$ cat src/rtl/arbitro_memoria_pkg.sv
// Shared types and default parameters for the instruction/data memory arbiter.
package pacote_memoria;

  typedef enum logic [1:0] {
    OCIOSO  = 2'd0,
    ACESSO  = 2'd1,
    CONCLUI = 2'd2
  } estado_t;

  typedef enum logic {
    DONO_IF = 1'b0,
    DONO_DM = 1'b1
  } dono_t;

  localparam int LAT_PADRAO    = 1;
  localparam int MAX_DM_PADRAO = 3;

endpackage

$ cat src/rtl/arbitro_memoria.sv
// Shares one fixed-latency single-port 64-bit memory between fetch and load/store.
// Data wins arbitration; a starvation counter forces a fetch grant after MAX_DM data grants.
module arbitro_memoria
  import pacote_memoria::*;
#(
  parameter int LAT      = LAT_PADRAO,
  parameter int MAX_DM   = MAX_DM_PADRAO,
  parameter int LARG_END = 64
) (
  input  logic                clk,
  input  logic                rst_n,
  input  logic                if_req,
  input  logic [LARG_END-1:0] if_addr,
  output logic                if_ack,
  output logic [31:0]         if_data,
  output logic                atualiza_pc,
  input  logic                dm_req,
  input  logic                dm_we,
  input  logic [LARG_END-1:0] dm_addr,
  input  logic [63:0]         dm_wdata,
  output logic                dm_ack,
  output logic [63:0]         dm_rdata,
  output logic [LARG_END-1:0] mem_addr,
  output logic                mem_we,
  output logic [63:0]         mem_wdata,
  input  logic [63:0]         mem_rdata
);

  localparam int LW = $clog2(LAT + 1);
  localparam int DW = $clog2(MAX_DM + 1);
  localparam logic [LW-1:0]       LAT_INI    = LW'(LAT - 1);
  localparam logic [DW-1:0]       MAX_DM_V   = DW'(MAX_DM);
  localparam logic [LARG_END-1:0] MASCARA_DM = ~LARG_END'(7);
  localparam logic [LARG_END-1:0] MASCARA_IF = ~LARG_END'(3);

  estado_t             estado_q, estado_d;
  dono_t               dono_q, dono_d;
  logic [LARG_END-1:0] end_q, end_d;
  logic                we_q, we_d;
  logic [63:0]         wdata_q, wdata_d;
  logic [LW-1:0]       cont_lat_q, cont_lat_d;
  logic [DW-1:0]       cont_dm_q, cont_dm_d;
  logic [31:0]         if_data_q, if_data_d;
  logic [63:0]         dm_rdata_q, dm_rdata_d;
  logic                dm_vence;

  // Data wins unless fetch has already waited through MAX_DM consecutive data grants.
  assign dm_vence = dm_req && !(if_req && (cont_dm_q == MAX_DM_V));

  always_comb begin
    estado_d   = estado_q;
    dono_d     = dono_q;
    end_d      = end_q;
    we_d       = we_q;
    wdata_d    = wdata_q;
    cont_lat_d = cont_lat_q;
    cont_dm_d  = cont_dm_q;
    if_data_d  = if_data_q;
    dm_rdata_d = dm_rdata_q;
    case (estado_q)
      OCIOSO: begin
        if (if_req || dm_req) begin
          estado_d   = ACESSO;
          cont_lat_d = LAT_INI;
          if (dm_vence) begin
            dono_d    = DONO_DM;
            end_d     = dm_addr & MASCARA_DM;
            we_d      = dm_we;
            wdata_d   = dm_wdata;
            cont_dm_d = !if_req ? '0 :
                        (cont_dm_q == MAX_DM_V) ? cont_dm_q : cont_dm_q + DW'(1);
          end else begin
            dono_d    = DONO_IF;
            end_d     = if_addr & MASCARA_IF;
            we_d      = 1'b0;
            wdata_d   = '0;
            cont_dm_d = '0;
          end
        end
      end
      ACESSO: begin
        if (cont_lat_q == '0) begin
          estado_d = CONCLUI;
          if (dono_q == DONO_IF) begin
            if_data_d = end_q[2] ? mem_rdata[63:32] : mem_rdata[31:0];
          end else if (!we_q) begin
            dm_rdata_d = mem_rdata;
          end
        end else begin
          cont_lat_d = cont_lat_q - LW'(1);
        end
      end
      CONCLUI: estado_d = OCIOSO;
      default: estado_d = OCIOSO;
    endcase
  end

  always_ff @(posedge clk or negedge rst_n) begin
    if (!rst_n) begin
      estado_q   <= OCIOSO;
      dono_q     <= DONO_IF;
      end_q      <= '0;
      we_q       <= 1'b0;
      wdata_q    <= '0;
      cont_lat_q <= '0;
      cont_dm_q  <= '0;
      if_data_q  <= '0;
      dm_rdata_q <= '0;
    end else begin
      estado_q   <= estado_d;
      dono_q     <= dono_d;
      end_q      <= end_d;
      we_q       <= we_d;
      wdata_q    <= wdata_d;
      cont_lat_q <= cont_lat_d;
      cont_dm_q  <= cont_dm_d;
      if_data_q  <= if_data_d;
      dm_rdata_q <= dm_rdata_d;
    end
  end

  // Memory bus is driven only while accessing; the write strobe covers just the first cycle.
  assign mem_addr    = (estado_q == ACESSO) ? end_q : '0;
  assign mem_wdata   = (estado_q == ACESSO) ? wdata_q : '0;
  assign mem_we      = (estado_q == ACESSO) && we_q && (cont_lat_q == LAT_INI);
  assign if_ack      = (estado_q == CONCLUI) && (dono_q == DONO_IF);
  assign dm_ack      = (estado_q == CONCLUI) && (dono_q == DONO_DM);
  assign atualiza_pc = if_ack;
  assign if_data     = if_data_q;
  assign dm_rdata    = dm_rdata_q;

endmodule

$ cat config.mk
export PLATFORM = sky130hd
export DESIGN_NAME = arbitro_memoria
export DESIGN_NICKNAME = d
export VERILOG_FILES = /design/src/rtl/arbitro_memoria_pkg.sv /design/src/rtl/arbitro_memoria.sv
export SDC_FILE = /design/constraint.sdc
export NUM_CORES = 1
export LEC_CHECK = 0
export BUFFER_PORTS_ARGS = -buffer_cell sky130_fd_sc_hd__buf_2
export CAP_MARGIN = 20
export CORE_AREA = 4 4 186 188
export CTS_BUF_LIST = sky130_fd_sc_hd__clkbuf_8
export CTS_CLUSTER_DIAMETER = 200
export DETAILED_ROUTE_END_ITERATION = 12
export DIE_AREA = 0 0 190 192
export GPL_TIMING_DRIVEN = 1
export PLACE_DENSITY = 0.59
export SLEW_MARGIN = 25
export SYNTH_ARGS = -nofsm -noshare
export SYNTH_HDL_FRONTEND = slang
export SYNTH_SLANG_ARGS = --single-unit
export TNS_END_PERCENT = 30
$ cat constraint.sdc
create_clock -name clk -period 3.6 [get_ports clk]
set_clock_uncertainty 0.1 [all_clocks]
set_input_delay 0.72 -clock clk [delete_from_list [all_inputs] [get_ports clk]]
set_output_delay 0.72 -clock clk [all_outputs]
set_load 0.02 [all_outputs]
==> results.md <==
- Die Span X: 190 um
- Via count: about 8000
- Drt wl/cell: 18.30 um
- Non-filler cells, final: roughly 1700
- Initial core utilization: 32.63%
- CTS max path bufs: 3
- Met3 usage: 5.089%
- H-tree depth: 2
- Clock Root Buffer: clkbuf_8
- First-pass GRT wire length: roughly 48000 um
- Pint: 0.007899 W
- CP Data Required Time: 2.78 ns
- RSZ-0062 raised after global routing: no
- Count of cell types in the netlist: 28
- Crit path kind: register to output port
- #FFs+latches synth: 228
- Yosys top cell by area: dfrtp_1
- Met2 Usage GRT: approximately 28%
- Clk pwr share: between 10% and 20%
- Minimum clock period: around 2.9 ns
- Global Route Usage Sum: about 17%
- Yosys top cell area share: 52.80%
- Drt pass-1 iters: 4
- Max-capacitance violation count: 0
- Sw power: 0.005186 W
- Peak VDD IR: 0.3633 mV
- Synth warnings: 0
- Hpwl dp: 23170 um
- Largest net degree at the start of global routing: 130
- Share of cells above drive strength 1: 53.34%
- I/O pin count: 489
- Drt drc: 0
- Worst min path class: input port to asynchronous set/reset pin
- Worst Path Arrival: between 2 and 2.5 ns
- Setup violators final: 0
- Core area: 33110 um2
- Net Sw Frac: roughly 40%
- Layout area overhead: 32.74%
- Seq pwr share: 34.7%
- Final instance area: 14340 um2
- Placer Congestion: 0.8226
- Dpl cells: 1665
- Post-Syn Instances: 783
- Slew Limit Fails: 0
- GRT busiest layer: met2
- Slew headroom: 48.44%
- Vias in the first global route: 8271
- Combinational Power Share: 47.4%
- Seq/Total Area, Yosys: a little over half
- Part of the cycle the worst path needs: around four fifths
- Status: finished clean
- PwrDens: a little over 900 nW/um2
- Placed Instance Area: 13550 um2
- Met1 Use GR: 20.19%
- Post CTS Setup Buffer Count: 0
- Row count: between 60 and 70
- Post-CTS sizing: 0
- Die height: between 150 and 200 um
- Tightest Pin Transition: 0.7734 ns
- Highest clock rate: 0.3486 GHz
- Post-Syn Area: 10810 um2
- Element type at the critical path start: register
- GRT overflow: 0
- Mean post-synth cell area: 13.80 um2
- Worst Setup End Kind: output port
- LEAKAGE: between 7 and 8 nW
- Port Buffers: 481
- CTS clock-pin slew for the worst setup and hold paths: 0.06 ns
- Fin. Hold Viols: 0
- Clock sinks: 228
- Skew-Pair Late Insertion Delay: between 0.5 and 0.6 ns
- Ranking of synthesized cells by area: dfrtp_1 53%, mux2_4 16%, and2_1 7.4%, mux2_1 6.3%, a22o_1 5.3%
- Clock buffer count from CTS: 41
- Post-detailed-route count of antenna-violating nets: 0
- FILL cells: ~3100
- Die area: 36480 um2
- Hold Buf Count CTS: 0
- DR iter-0 viols: 252
- Drt total wl: 31740 um
- # nets final: between 1500 and 2000
- Total Neg Setup Slack: 0 ns
- Vias per inst: ~4.5
- CTS tree: yes
- Initial antenna violation count: 3
- CP max FO: 129
-- Yosys cell counts --
master,n
conb_1,1
nor2b_1,2
mux2_4,118
nand2_1,1
o21ai_2,1
clkbuf_1,18
buf_2,15
buf_12,6
dfrtp_1,228
a22o_1,66
mux2_2,8
nor3_4,1
nor3b_1,2
a32o_1,1
buf_4,13
a21o_1,1
inv_1,1
nor2_1,33
a21bo_1,1
inv_2,1
mux2i_1,33
buf_1,3
a21oi_1,32
and2_1,127
and3b_1,2
buf_6,7
mux2_1,60
ha_1,1
-- flip-flops by register name, summed over array words and instances, names as in the netlist --
name,flops
estado_q,2
we_q,1
dm_rdata,64
end_q,62
cont_dm_q,2
dono_q,1
wdata_q,64
if_data,32
-- power by group through the flow --
stage	Clock [W]	Combinational (W)	Sequential, W
4_1_cts	0.00244	0.00632	0.00454
5_1_grt	0.00256	0.00668	0.00471
6_report	0.00234	0.00621	0.00454
2_1_floorplan	0	0.00377	0.00506
3_5_place_dp	0	0.00633	0.00455
3_3_place_gp	0	0.00626	0.00452
-- critical path, cell delays in order, from the launching register on --
cell and delay (ns):
dfrtp_1 0.46, nor2b_4 0.20, buf_12 0.35, and2_1 0.20, buf_2 0.22
-- cell families (layout without fill, tap and decap cells) --
| group | Yosys count | in the layout | synth area share [%] |
|---|---|---|---|
| other | 1 | 3 | 0.03470 |
| muxes | 219 | 219 | 26.54 |
| DFF | 228 | 228 | 52.80 |
| and+or+nand+nor | 168 | 168 | 9.101 |
| buffers and inverters | 64 | 566 | 4.238 |
| AOI/OAI and AO/OA | 102 | 102 | 7.168 |
| adders and majority gates | 1 | 1 | 0.1158 |
-- path summary, 6_finish.rpt --
kind,start,end,slack [ns],cells past startpoint
max in group asynchronous,rst_n,dm_rdata[12]$_DFFE_PN0P_,2.48,2
worst min register to register,dm_rdata[5]$_DFFE_PN0P_,dm_rdata[5]$_DFFE_PN0P_,0.38,1
worst max register to register,estado_q[0]$_DFFE_PN0P_,dm_rdata[10]$_DFFE_PN0P_,1.17,5
min in group clk,dm_wdata[37],wdata_q[37]$_DFFE_PN0P_,0.31,2
worst min-delay path,rst_n,dm_rdata[33]$_DFFE_PN0P_,0.03,1
worst max-delay path,estado_q[0]$_DFFE_PN0P_,mem_wdata[3],0.73,4
-- layout by cell type (no fill, tap or decap), types with 2 or more instances in the layout --
master	count
inv_1	13
clkinvlp_4	3
clkbuf_8	49
nor2_1	33
mux2_2	8
mux2_4	118
conb_1	2
buf_12	6
a21oi_1	32
and2_1	127
buf_4	8
a22o_1	66
dfrtp_1	227
buf_2	480
mux2i_1	33
mux2_1	60
clkinv_2	4
-- area by class of cell --
| type | instances | area, um2 | share of cell area (%) |
|---|---|---|---|
| Clock inverter | 20 | 117.6 | 0.8200 |
| Timing Repair Buffer | 495 | 2597 | 18.11 |
| Antenna cell | 1 | 2.502 | 0.01745 |
| Inverter | 2 | 10.01 | 0.06979 |
| Clock buffer | 49 | 674.4 | 4.702 |
| Tap cell | 448 | 560.5 | 3.908 |
| Sequential cell | 228 | 5707 | 39.79 |
| Multi-Input combinational cell | 492 | 4673 | 32.58 |
-- routing by layer --
layer,part of all wire [%],vias to the layer above
li1,-,3694
met1,41,3766
met2,49,309
met3,8.0,51
met4,2.2,6
met5,0.16,-
-- through the flow --
step	setup WS (ns)	total power [W]	hold WS [ns]	utilization [%]
floorplan	1.487	0.008835	0.3244	-
CTS	0.6659	0.01330	0.01014	43.31
global route	0.5218	0.01395	0.02165	43.31
global placement	1.027	0.01078	0.3625	40.91
detailed placement	0.9938	0.01087	0.3694	40.91
finish	0.7314	0.01309	0.03274	43.31
(Power assumes the default switching activity.)
